<file path="src/rtl/hazard_unit_mc_if.sv">
`default_nettype none
// ============================================================================
//  Module   : hazard_unit_mc_if
//  Brief    : Pipeline <-> hazard unit signal bundle (operands, dests, selects)
//  Revision : 1.0
// ============================================================================
interface hazard_unit_mc_if #(
    parameter int NREAD = 2,
    parameter int AW    = 5,
    parameter int PCW   = 32
);
    logic [NREAD*AW-1:0] src_d;
    logic [NREAD-1:0]    src_vld_d;
    logic [NREAD*AW-1:0] src_e;
    logic [AW-1:0]       regaddr_e;
    logic [AW-1:0]       regaddr_m;
    logic [AW-1:0]       regaddr_w;
    logic                regwrite_e;
    logic                regwrite_m;
    logic                regwrite_w;
    logic                memtoreg_e;
    logic                memtoreg_m;
    logic                branch_d;
    logic                mdu_use_d;
    logic                mdu_start_e;
    logic                mdu_div_e;
    logic [2*NREAD-1:0]  fwd_d;
    logic [2*NREAD-1:0]  fwd_e;
    logic                stall_pc;
    logic                stall_if_id;
    logic                flush_id_ex;
    logic                mdu_busy;
    logic                mdu_err;
    logic [PCW-1:0]      stall_cnt;

    modport master (
        output src_d, src_vld_d, src_e, regaddr_e, regaddr_m, regaddr_w,
               regwrite_e, regwrite_m, regwrite_w, memtoreg_e, memtoreg_m,
               branch_d, mdu_use_d, mdu_start_e, mdu_div_e,
        input  fwd_d, fwd_e, stall_pc, stall_if_id, flush_id_ex,
               mdu_busy, mdu_err, stall_cnt
    );

    modport slave (
        input  src_d, src_vld_d, src_e, regaddr_e, regaddr_m, regaddr_w,
               regwrite_e, regwrite_m, regwrite_w, memtoreg_e, memtoreg_m,
               branch_d, mdu_use_d, mdu_start_e, mdu_div_e,
        output fwd_d, fwd_e, stall_pc, stall_if_id, flush_id_ex,
               mdu_busy, mdu_err, stall_cnt
    );
endinterface
`default_nettype wire

</file>
<file path="src/rtl/hazard_unit_mc.sv">
`default_nettype none
// ============================================================================
//  Module   : hazard_unit_mc
//  Brief    : 5-stage MIPS forwarding selects, load/branch/MDU stalls, counters
//  Revision : 1.0
// ============================================================================
module hazard_unit_mc #(
    parameter int NREAD   = 2,
    parameter int AW      = 5,
    parameter int MUL_CYC = 5,
    parameter int DIV_CYC = 10,
    parameter int PCW     = 32
) (
    input  wire logic          clk,
    input  wire logic          rst_n,
    hazard_unit_mc_if.slave    hif
);
    localparam logic [7:0] c_mul_cyc = 8'(MUL_CYC);
    localparam logic [7:0] c_div_cyc = 8'(DIV_CYC);

    logic [2*NREAD-1:0] w_fwd_d;
    logic [2*NREAD-1:0] w_fwd_e;
    logic [NREAD-1:0]   w_match_e;
    logic [NREAD-1:0]   w_match_m;
    logic               w_load_use;
    logic               w_br_haz;
    logic               w_mdu_haz;
    logic               w_stall;
    logic [7:0]         r_cnt;
    logic               r_err;
    logic [PCW-1:0]     r_stall_cnt;

    // MEM beats WB; register 0 is never forwarded
    for (genvar i = 0; i < NREAD; i++) begin : g_op
        logic [AW-1:0] w_sd;
        logic [AW-1:0] w_se;
        assign w_sd = hif.src_d[i*AW +: AW];
        assign w_se = hif.src_e[i*AW +: AW];

        assign w_fwd_d[2*i +: 2] =
            (w_sd == '0)                                  ? 2'b00 :
            (hif.regwrite_m && (w_sd == hif.regaddr_m))   ? 2'b01 :
            (hif.regwrite_w && (w_sd == hif.regaddr_w))   ? 2'b10 : 2'b00;
        assign w_fwd_e[2*i +: 2] =
            (w_se == '0)                                  ? 2'b00 :
            (hif.regwrite_m && (w_se == hif.regaddr_m))   ? 2'b01 :
            (hif.regwrite_w && (w_se == hif.regaddr_w))   ? 2'b10 : 2'b00;

        assign w_match_e[i] = hif.src_vld_d[i] && (w_sd != '0) && (w_sd == hif.regaddr_e);
        assign w_match_m[i] = hif.src_vld_d[i] && (w_sd != '0) && (w_sd == hif.regaddr_m);
    end

    assign w_load_use = hif.memtoreg_e && hif.regwrite_e && (|w_match_e);
    assign w_br_haz   = hif.branch_d &&
                        ((hif.regwrite_e && (|w_match_e)) ||
                         (hif.memtoreg_m && hif.regwrite_m && (|w_match_m)));
    assign w_mdu_haz  = hif.mdu_use_d && ((r_cnt != 8'd0) || hif.mdu_start_e);

    // Everything combinational is forced quiet while reset is held
    assign w_stall         = rst_n && (w_load_use || w_br_haz || w_mdu_haz);
    assign hif.fwd_d       = rst_n ? w_fwd_d : '0;
    assign hif.fwd_e       = rst_n ? w_fwd_e : '0;
    assign hif.stall_pc    = w_stall;
    assign hif.stall_if_id = w_stall;
    assign hif.flush_id_ex = w_stall;
    assign hif.mdu_busy    = (r_cnt != 8'd0);
    assign hif.mdu_err     = r_err;
    assign hif.stall_cnt   = r_stall_cnt;

    // A start while busy is dropped; the running operation keeps its timing
    always_ff @(posedge clk) begin
        if (!rst_n) begin
            r_cnt <= 8'd0;
            r_err <= 1'b0;
        end else begin
            if (hif.mdu_start_e && (r_cnt == 8'd0))
                r_cnt <= hif.mdu_div_e ? c_div_cyc : c_mul_cyc;
            else if (r_cnt != 8'd0)
                r_cnt <= r_cnt - 8'd1;
            if (hif.mdu_start_e && (r_cnt != 8'd0))
                r_err <= 1'b1;
        end
    end

    always_ff @(posedge clk) begin
        if (!rst_n)
            r_stall_cnt <= '0;
        else if (w_stall && !(&r_stall_cnt))
            r_stall_cnt <= r_stall_cnt + PCW'(1);
    end
endmodule
`default_nettype wire

</file>
<file path="src/flat_wrapper.sv">
// flat-port wrapper written by rule: the top's interface ports become plain ports
module hazard_unit_mc_flat 
#(
    parameter int NREAD   = 2,
    parameter int AW      = 5,
    parameter int MUL_CYC = 5,
    parameter int DIV_CYC = 10,
    parameter int PCW     = 32
)
  (clk, rst_n, hif_src_d, hif_src_vld_d, hif_src_e, hif_regaddr_e, hif_regaddr_m, hif_regaddr_w, hif_regwrite_e, hif_regwrite_m, hif_regwrite_w, hif_memtoreg_e, hif_memtoreg_m, hif_branch_d, hif_mdu_use_d, hif_mdu_start_e, hif_mdu_div_e, hif_fwd_d, hif_fwd_e, hif_stall_pc, hif_stall_if_id, hif_flush_id_ex, hif_mdu_busy, hif_mdu_err, hif_stall_cnt);
  hazard_unit_mc_if #(.NREAD(NREAD), .AW(AW), .PCW(PCW)) hif_i ();
  input  wire logic clk;
  input  wire logic rst_n;
  input wire logic [$bits(hif_i.src_d)-1:0] hif_src_d;
  input wire logic [$bits(hif_i.src_vld_d)-1:0] hif_src_vld_d;
  input wire logic [$bits(hif_i.src_e)-1:0] hif_src_e;
  input wire logic [$bits(hif_i.regaddr_e)-1:0] hif_regaddr_e;
  input wire logic [$bits(hif_i.regaddr_m)-1:0] hif_regaddr_m;
  input wire logic [$bits(hif_i.regaddr_w)-1:0] hif_regaddr_w;
  input wire logic [$bits(hif_i.regwrite_e)-1:0] hif_regwrite_e;
  input wire logic [$bits(hif_i.regwrite_m)-1:0] hif_regwrite_m;
  input wire logic [$bits(hif_i.regwrite_w)-1:0] hif_regwrite_w;
  input wire logic [$bits(hif_i.memtoreg_e)-1:0] hif_memtoreg_e;
  input wire logic [$bits(hif_i.memtoreg_m)-1:0] hif_memtoreg_m;
  input wire logic [$bits(hif_i.branch_d)-1:0] hif_branch_d;
  input wire logic [$bits(hif_i.mdu_use_d)-1:0] hif_mdu_use_d;
  input wire logic [$bits(hif_i.mdu_start_e)-1:0] hif_mdu_start_e;
  input wire logic [$bits(hif_i.mdu_div_e)-1:0] hif_mdu_div_e;
  output wire logic [$bits(hif_i.fwd_d)-1:0] hif_fwd_d;
  output wire logic [$bits(hif_i.fwd_e)-1:0] hif_fwd_e;
  output wire logic [$bits(hif_i.stall_pc)-1:0] hif_stall_pc;
  output wire logic [$bits(hif_i.stall_if_id)-1:0] hif_stall_if_id;
  output wire logic [$bits(hif_i.flush_id_ex)-1:0] hif_flush_id_ex;
  output wire logic [$bits(hif_i.mdu_busy)-1:0] hif_mdu_busy;
  output wire logic [$bits(hif_i.mdu_err)-1:0] hif_mdu_err;
  output wire logic [$bits(hif_i.stall_cnt)-1:0] hif_stall_cnt;
  assign hif_i.src_d = hif_src_d;
  assign hif_i.src_vld_d = hif_src_vld_d;
  assign hif_i.src_e = hif_src_e;
  assign hif_i.regaddr_e = hif_regaddr_e;
  assign hif_i.regaddr_m = hif_regaddr_m;
  assign hif_i.regaddr_w = hif_regaddr_w;
  assign hif_i.regwrite_e = hif_regwrite_e;
  assign hif_i.regwrite_m = hif_regwrite_m;
  assign hif_i.regwrite_w = hif_regwrite_w;
  assign hif_i.memtoreg_e = hif_memtoreg_e;
  assign hif_i.memtoreg_m = hif_memtoreg_m;
  assign hif_i.branch_d = hif_branch_d;
  assign hif_i.mdu_use_d = hif_mdu_use_d;
  assign hif_i.mdu_start_e = hif_mdu_start_e;
  assign hif_i.mdu_div_e = hif_mdu_div_e;
  assign hif_fwd_d = hif_i.fwd_d;
  assign hif_fwd_e = hif_i.fwd_e;
  assign hif_stall_pc = hif_i.stall_pc;
  assign hif_stall_if_id = hif_i.stall_if_id;
  assign hif_flush_id_ex = hif_i.flush_id_ex;
  assign hif_mdu_busy = hif_i.mdu_busy;
  assign hif_mdu_err = hif_i.mdu_err;
  assign hif_stall_cnt = hif_i.stall_cnt;
  hazard_unit_mc #(.NREAD(NREAD), .AW(AW), .MUL_CYC(MUL_CYC), .DIV_CYC(DIV_CYC), .PCW(PCW)) u_core (.clk(clk), .rst_n(rst_n), .hif(hif_i));
endmodule
</file>
<file path="config.mk">
export PLATFORM = sky130hd
export DESIGN_NAME = hazard_unit_mc_flat
export DESIGN_NICKNAME = d
export VERILOG_FILES = /design/src/rtl/hazard_unit_mc_if.sv /design/src/rtl/hazard_unit_mc.sv /design/src/flat_wrapper.sv
export SDC_FILE = /design/constraint.sdc
export NUM_CORES = 1
export LEC_CHECK = 0
export CORE_ASPECT_RATIO = 1.25
export CORE_UTILIZATION = 40
export DETAILED_ROUTE_END_ITERATION = 10
export PLACE_DENSITY = 0.79
export RECOVER_POWER = 100
export SETUP_SLACK_MARGIN = 0.4
export SYNTH_ARGS = -nofsm -noshare
export SYNTH_HDL_FRONTEND = slang
export SYNTH_SLANG_ARGS = --single-unit
</file>
<file path="constraint.sdc">
create_clock -name clk -period 3.1 [get_ports clk]
set_clock_uncertainty 0.1 [all_clocks]
set_input_delay 0.62 -clock clk [delete_from_list [all_inputs] [get_ports clk]]
set_output_delay 0.62 -clock clk [all_outputs]
set_load 0.01 [all_outputs]
</file>
==> results of run 1 <==
## worst max-delay path, cell delays in order, from the launching register on
cell      delay [ps]
dfxtp_1          330
inv_1            100
ha_4             160
nand2b_4          60
or4_4            440
nor3_4           160
inv_2             70
o21ai_4          140
and4_1           260
nor2_4            60
buf_6            120
## cells by family (layout without fill, tap and decap cells)
family                     count (synthesis)  in the layout  share of synthesized area
muxes                                      4              4                    0.01359
AOI/OAI and AO/OA                         76             76                     0.1610
and+or+nand+nor                          161            161                     0.3212
DFF                                       41             41                     0.2787
buffers and inverters                     34            172                    0.06244
adders and majority gates                  2              2                   0.008495
xor gates and xnor gates                  52             52                     0.1546
## power by group through the flow
stage	combinational, mW	clock [mW]	sequential, mW
floorplan	0.393	0	0.620
global placement	0.590	0	0.622
detailed placement	0.615	0	0.625
CTS	0.706	0.451	0.616
global route	0.786	0.481	0.623
finish	0.727	0.444	0.615
## cell usage after synthesis, types with 2 or more instances
cell type,number
a2111oi_0,2
a21oi_1,34
and2_1,2
and3_1,11
and4_1,2
buf_2,3
buf_4,4
buf_6,5
clkbuf_1,13
dfxtp_1,41
ha_1,2
inv_1,7
mux2i_1,4
nand2_1,29
nand2b_1,8
nand3_1,21
nand4_1,12
nor2_1,17
nor3_1,7
nor3b_1,3
nor4_1,9
o21a_1,2
o21ai_0,7
o21ai_1,2
o21ai_2,2
o31ai_1,18
o41ai_1,3
or3_1,5
or4_1,24
or4_4,3
xnor2_1,39
xor2_1,13
## sequential cells by signal, summed over array words and instances (netlist names)
name / flops
u_core.hif.stall_cnt: 32
u_core.hif.mdu_err: 1
u_core.r_cnt: 8
## final cells by class
cell class / count / area, um2 / area share
sequential: 41 / 822.0 / 0.1792
clock buffer: 7 / 86.33 / 0.01882
inverter: 8 / 30.03 / 0.006545
clock inverter: 1 / 30.03 / 0.006545
tap: 90 / 112.6 / 0.02454
timing repair buffer: 156 / 1333 / 0.2904
multi-input combinational: 295 / 2175 / 0.4740
## stage by stage
step / setup slack, ps / setup TNS [ps] / util / cell area, um2 / instances
3_3_place_gp: -446.9 / -7133 / 0.5882 / 4154 / 567
3_5_place_dp: -492.8 / -9952 / 0.5882 / 4154 / 567
5_1_grt: 76.41 / 0 / 0.6497 / 4588 / 598
6_report: 193.9 / 0 / 0.6497 / 4588 / 598
4_1_cts: 223.7 / 0 / 0.6478 / 4574 / 594
2_1_floorplan: 33.74 / 0 / - / 2968 / 370
## metal layers
metal | share of wire | up-vias | GRT usage
met1 | 0.38 | 1587 | 0.2660
li1 | - | 1647 | -
met5 | 0 | - | 0
met4 | 0.025 | 0 | 0.09402
met3 | 0.071 | 23 | 0.04579
met2 | 0.53 | 162 | 0.4615
## worst min path at each step
stage                               end  slack [ps]                startpoint
2_1_floorplan           u_core.r_cnt[2]         360           u_core.r_cnt[2]
3_3_place_gp         u_core.hif.mdu_err         360        u_core.hif.mdu_err
3_5_place_dp         u_core.hif.mdu_err         360        u_core.hif.mdu_err
4_1_cts              u_core.hif.mdu_err         390        u_core.hif.mdu_err
5_1_grt        u_core.hif.stall_cnt[31]         440  u_core.hif.stall_cnt[31]
6_report       u_core.hif.stall_cnt[19]         400  u_core.hif.stall_cnt[19]
## layout by cell type (no fill, tap or decap), types with 6 or more instances in the layout
cell type       n
buf_4          43
dfxtp_1        40
dlygate4sd3_1  33
a21oi_1        32
nand2_1        29
xnor2_1        27
or4_1          21
nand3_1        20
buf_6          20
dlygate4sd2_1  19
o31ai_1        18
buf_2          15
nor2_1         14
xor2_1         13
xnor2_2        12
nand4_1        12
and3_1         11
nor4_1          7
o21ai_0         7
nand2b_1        7
inv_1           6
or4_4           6
clkbuf_8        6
clkbuf_1        6
## what timing repair did
action	in CTS	in global routing
resized for setup	187	27
setup endpoints to repair	43	42
buffers inserted	19	4
pin swaps	33	19
==> metrics.yaml, run 1 <==
num_antenna_cells: 0
status: "finished, violations left"
ys_seq_elements: 41
p_seq_frac: 0.345
overflow: 0
internal_power_mw: 1.194
startpoint_type: "flip-flop"
routed_wl_um: 9408
ios: 93
yosys_warnings: 0
setup_viol: 0
netlist_area_mm2: 0.002945
grt_pass1_wl_um: 15350
reg2regPathDepth: 11
die_h_um: 97.94
fin_crit_sh: 0.9374
p_switching_mw: 0.5920
synth.avg_cell_area_um2: 7.960
dp_hpwl_um: 6538
drc: 0
root_buffer: "clkbuf_8"
start_util: 0.4171
port_buffers: 92
die_w_um: 78.75
h-tree-depth: 2
synth-edff-count: 0
fin_total_pwr_mw: 1.786
synth_cells: 370
crit_path_end: "hif_stall_if_id"
num_rows: 34
worst_pin_slew_ps: 1606
syn_nets: 420
avgRoutedWirePerCell_um: 15.73
coreArea_mm2: 0.007062
numCtsBuffers: 5
postCtsHoldBufs: 0
synthFlopType: "dfxtp_1"
drt_iter0_markers: 163
pwr-share-clk: 0.249
whs_ps: 397.1
p_leak_nw: 1.813
reg2reg_from: "u_core.r_cnt[0]"
async_flop_share: 0
grt_pass1_vias: 3375
gp_congestion: 0.9169
antenna_left: 0
synth_cell_types: 48
maxCapViolCount: 1
synth_largest_area_cell: "dfxtp_1"
seq_area_frac_synth: 0.2787
syn_to_final_growth_pct: 55.78
hold_class: "flip-flop to flip-flop"
grtUsageTotal: 0.2459
ctsLongestPathBuffers: 2
required_ps: 2380
worst-path-max-fanout: 3
via_count: 3419
combPwrFrac: 0.407
nFillCells: 609
violations: "capacitance limit, slew limit"
drt_pass1_iterations: 5
max_freq_mhz: 344.1
maxSlewHeadroom: -0.07060
timing.rr.end: "u_core.hif.stall_cnt[10]"
holdPathStages: 2
rsz0062_at_grt: "true"
layout-drive-gt1-share: 0.2697
layout_min_cycle_time_ps: 2906
cts_tree: "built"
dieArea_mm2: 0.007713
drv_slew: 36
synthTopCellsByArea: "dfxtp_1 28%, xnor2_1 12%, or4_1 6.1%, a21oi_1 5.8%, o31ai_1 4.6%"
vias_per_cell: 5.717
antenna_found_initial: 0
power_density_mw_per_mm2: 389.3
crit_start: "u_core.r_cnt[0]"
critPathKind: "flip-flop to output port"
nets: 557
grt_max_degree: 55
peakVddDrop_v: 0.0002387
clock_latency_ps: 290
cp_data_arrival_time_ps: 2190
ff2ff_setup_slack_ps: 340
hold_viol: 0
switching_share: 0.3315
clk_pin_slew_ps: 80
clock-sinks: 41
critical_path.endpoint_type: "output port"
synth_top_area_frac: 0.2787
(Power assumes the default switching activity.)
==> inputs of run 2 (changes only) <==
--- a/config.mk
+++ b/config.mk
@@ -7,10 +7,12 @@
 export LEC_CHECK = 0
 export CORE_ASPECT_RATIO = 1.25
 export CORE_UTILIZATION = 40
+export CTS_BUF_LIST = sky130_fd_sc_hd__clkbuf_16
 export DETAILED_ROUTE_END_ITERATION = 10
 export PLACE_DENSITY = 0.79
 export RECOVER_POWER = 100
 export SETUP_SLACK_MARGIN = 0.4
+export SKIP_LAST_GASP = 1
 export SYNTH_ARGS = -nofsm -noshare
 export SYNTH_HDL_FRONTEND = slang
 export SYNTH_SLANG_ARGS = --single-unit
==> metrics.yaml, run 2 (synthesis gave the netlist of run 1 again) <==
worst-path-max-fanout: 3  # unchanged
critPathKind: "primary input to output port"  # was flip-flop to output port
fin_util: 0.6759  # was 0.6497
largest_reg_flops: 32  # unchanged
via_count: 3494  # was 3419
overflow: 0  # unchanged
critical_path.endpoint_type: "output port"  # unchanged
required_ps: 2380  # about the same
worstPathBufferInverterCount: 3  # unchanged
coreArea_mm2: 0.007062  # unchanged
max_freq_mhz: 340.9  # was 344.1 MHz
fin_crit_sh: 0.9463  # was 0.9374
dp_hpwl_um: 6538  # unchanged
grtUsageTotal: 0.2501  # was 0.2459
startpoint_type: "primary input"  # was flip-flop
port_buffers: 92  # unchanged
start_util: 0.4171  # unchanged
final_cell_mix: "44 x buf_4, 39 x dfxtp_1, 33 x dlygate4sd3_1"  # was 43 x buf_4, 40 x dfxtp_1, 33 x dlygate4sd3_1
grt_pass1_wl_um: 15590  # was 15350 um
die_w_um: 78.75  # unchanged
multiInputGateArea_mm2: 0.002236  # was 0.002175 mm2
nets: 563  # was 557
rsz0062_at_grt: "true"  # unchanged
drt_pass1_iterations: 5  # unchanged
gp_congestion: 0.9169  # unchanged
drv_slew: 0  # was 36
status: "finished clean"  # was finished, violations left
setup_viol: 0  # unchanged
final_common_cell: "buf_4"  # unchanged
die_h_um: 97.94  # unchanged
syn_to_final_growth_pct: 62.06  # was 55.78%
power_density_mw_per_mm2: 419.9  # was 389.3 mW/mm2
layout-drive-gt1-share: 0.2957  # was 0.2697
routed_wl_um: 10350  # was 9408 um
whs_ps: 390.6  # was 397.1 ps
grt_max_degree: 55  # unchanged
grt_pass1_vias: 3378  # was 3375
crit_slowest_cell: "or4_1"  # was or4_4
antenna_left: 0  # unchanged
path_cells: "buf_2, buf_6, xnor2_2, nand4_1, or4_1, and4_4, nor2_2, clkbuf_1"  # was inv_1, ha_4, nand2b_4, or4_4, nor3_4, inv_2, o21ai_4, and4_1, nor2_4, buf_6
clock_latency_ps: 280  # was 290 ps
drt_iter0_markers: 198  # was 163
cts_tree: "built"  # unchanged
h-tree-depth: 2  # unchanged
hold_class: "flip-flop to flip-flop"  # unchanged
avgRoutedWirePerCell_um: 17.14  # was 15.73 um
hold_viol: 0  # unchanged
drc: 0  # unchanged
num_antenna_cells: 0  # unchanged
numCtsBuffers: 5  # unchanged
cp_data_arrival_time_ps: 2210  # was 2190 ps
slowest_delay_ps: 560  # was 440 ps
fin_total_pwr_mw: 2.004  # was 1.786 mW
ios: 93  # unchanged
antenna_found_initial: 0  # unchanged
worst_pin_slew_ps: 775.1  # was 1606 ps
peakVddDrop_v: 0.0002739  # was 0.0002387 V
clock-sinks: 41  # unchanged
maxSlewHeadroom: 0.4833  # was -0.07060
dieArea_mm2: 0.007713  # unchanged
clk_pin_slew_ps: 50  # was 80 ps
p_leak_nw: 1.887  # was 1.813 nW
regArea_um2: 823.3  # was 822.0 um2
nFillCells: 575  # was 609
layout_min_cycle_time_ps: 2933  # was 2906 ps
num_rows: 34  # unchanged
maxCapViolCount: 0  # was 1
ctsLongestPathBuffers: 2  # unchanged
crit_family: "simple AND/OR/NAND/NOR gates"  # unchanged
root_buffer: "clkbuf_16"  # was clkbuf_8
vias_per_cell: 5.785  # was 5.717
-- run 2: cell count changes in the layout (fill, tap and decap cells not counted), moves of 2 or more --
cell	delta
buf_6	+6
clkbuf_1	+2
clkbuf_16	+6
clkbuf_4	-2
clkbuf_8	-6
nand3_1	-2
nor2_4	-2
xnor2_4	+2
-- run 2: what timing repair did --
| item | in CTS | in global routing |
|---|---|---|
| endpoints found under the setup margin | 43 | 36 |
| hold buffers | 0 | 0 |
| gates resized for setup | 198 | 43 |
| buffers inserted | 18 | 8 |
| cloned | 0 | 3 |
| pin swaps | 40 | 36 |
-- run 2: report_power, final --
part / total (mW) / internal [mW] / switching (mW)
Sequential: 0.620 / 0.577 / 0.0432
Clock: 0.572 / 0.374 / 0.198
Combinational: 0.813 / 0.410 / 0.403
Total: 2.00 / 1.36 / 0.644
-- run 2: area by class of cell --
type / count / area share
clock buffer: 5 / 0.02621
clock inverter: 3 / 0.007864
inverter: 8 / 0.006291
multi-input combinational: 295 / 0.4684
sequential: 41 / 0.1725
tap: 90 / 0.02359
timing repair buffer: 162 / 0.2952
-- run 2: tightest hold or removal path, delay by kind of cell, from the launching register on --
family	cells	cell delay [ps]
AOI/OAI and AO/OA	2	130
DFF	1	320
-- run 2: final timing paths --
| path | start | end | slack [ps] | cells after the start |
|---|---|---|---|---|
| min reg2reg | u_core.hif.stall_cnt[12] | u_core.hif.stall_cnt[12] | 390 | 2 |
| min | u_core.hif.stall_cnt[12] | u_core.hif.stall_cnt[12] | 390 | 2 |
| max reg2reg | u_core.r_cnt[0] | u_core.hif.stall_cnt[9] | 210 | 13 |
| max | hif_src_d[6] | hif_flush_id_ex | 170 | 8 |
-- run 2: layer usage --
layer,GRT usage,routed length (um)
met1,0.2729,3781
met5,0,0
met2,0.4789,5601
met4,0.06838,272
met3,0.04766,696
-- run 2: metrics by stage --
stage	cell area [um2]	setup TNS, ps	setup WS [ps]	std cells
floorplan	2968	0	33.74	370
global placement	4154	-7133	-446.9	567
detailed placement	4154	-9952	-492.8	567
CTS	4633	0	236.2	593
global route	4773	0	25.25	604
finish	4773	0	166.5	604
==> inputs of run 3 (changes only) <==
--- a/config.mk
+++ b/config.mk
@@ -5,6 +5,7 @@
 export SDC_FILE = /design/constraint.sdc
 export NUM_CORES = 1
 export LEC_CHECK = 0
+export ABC_CLOCK_PERIOD_IN_PS = 3100
 export CORE_ASPECT_RATIO = 1.25
 export CORE_UTILIZATION = 40
 export CTS_BUF_LIST = sky130_fd_sc_hd__clkbuf_16
==> results of run 3 <==
Final layout, timing and power as in run 2 (identical DEF).
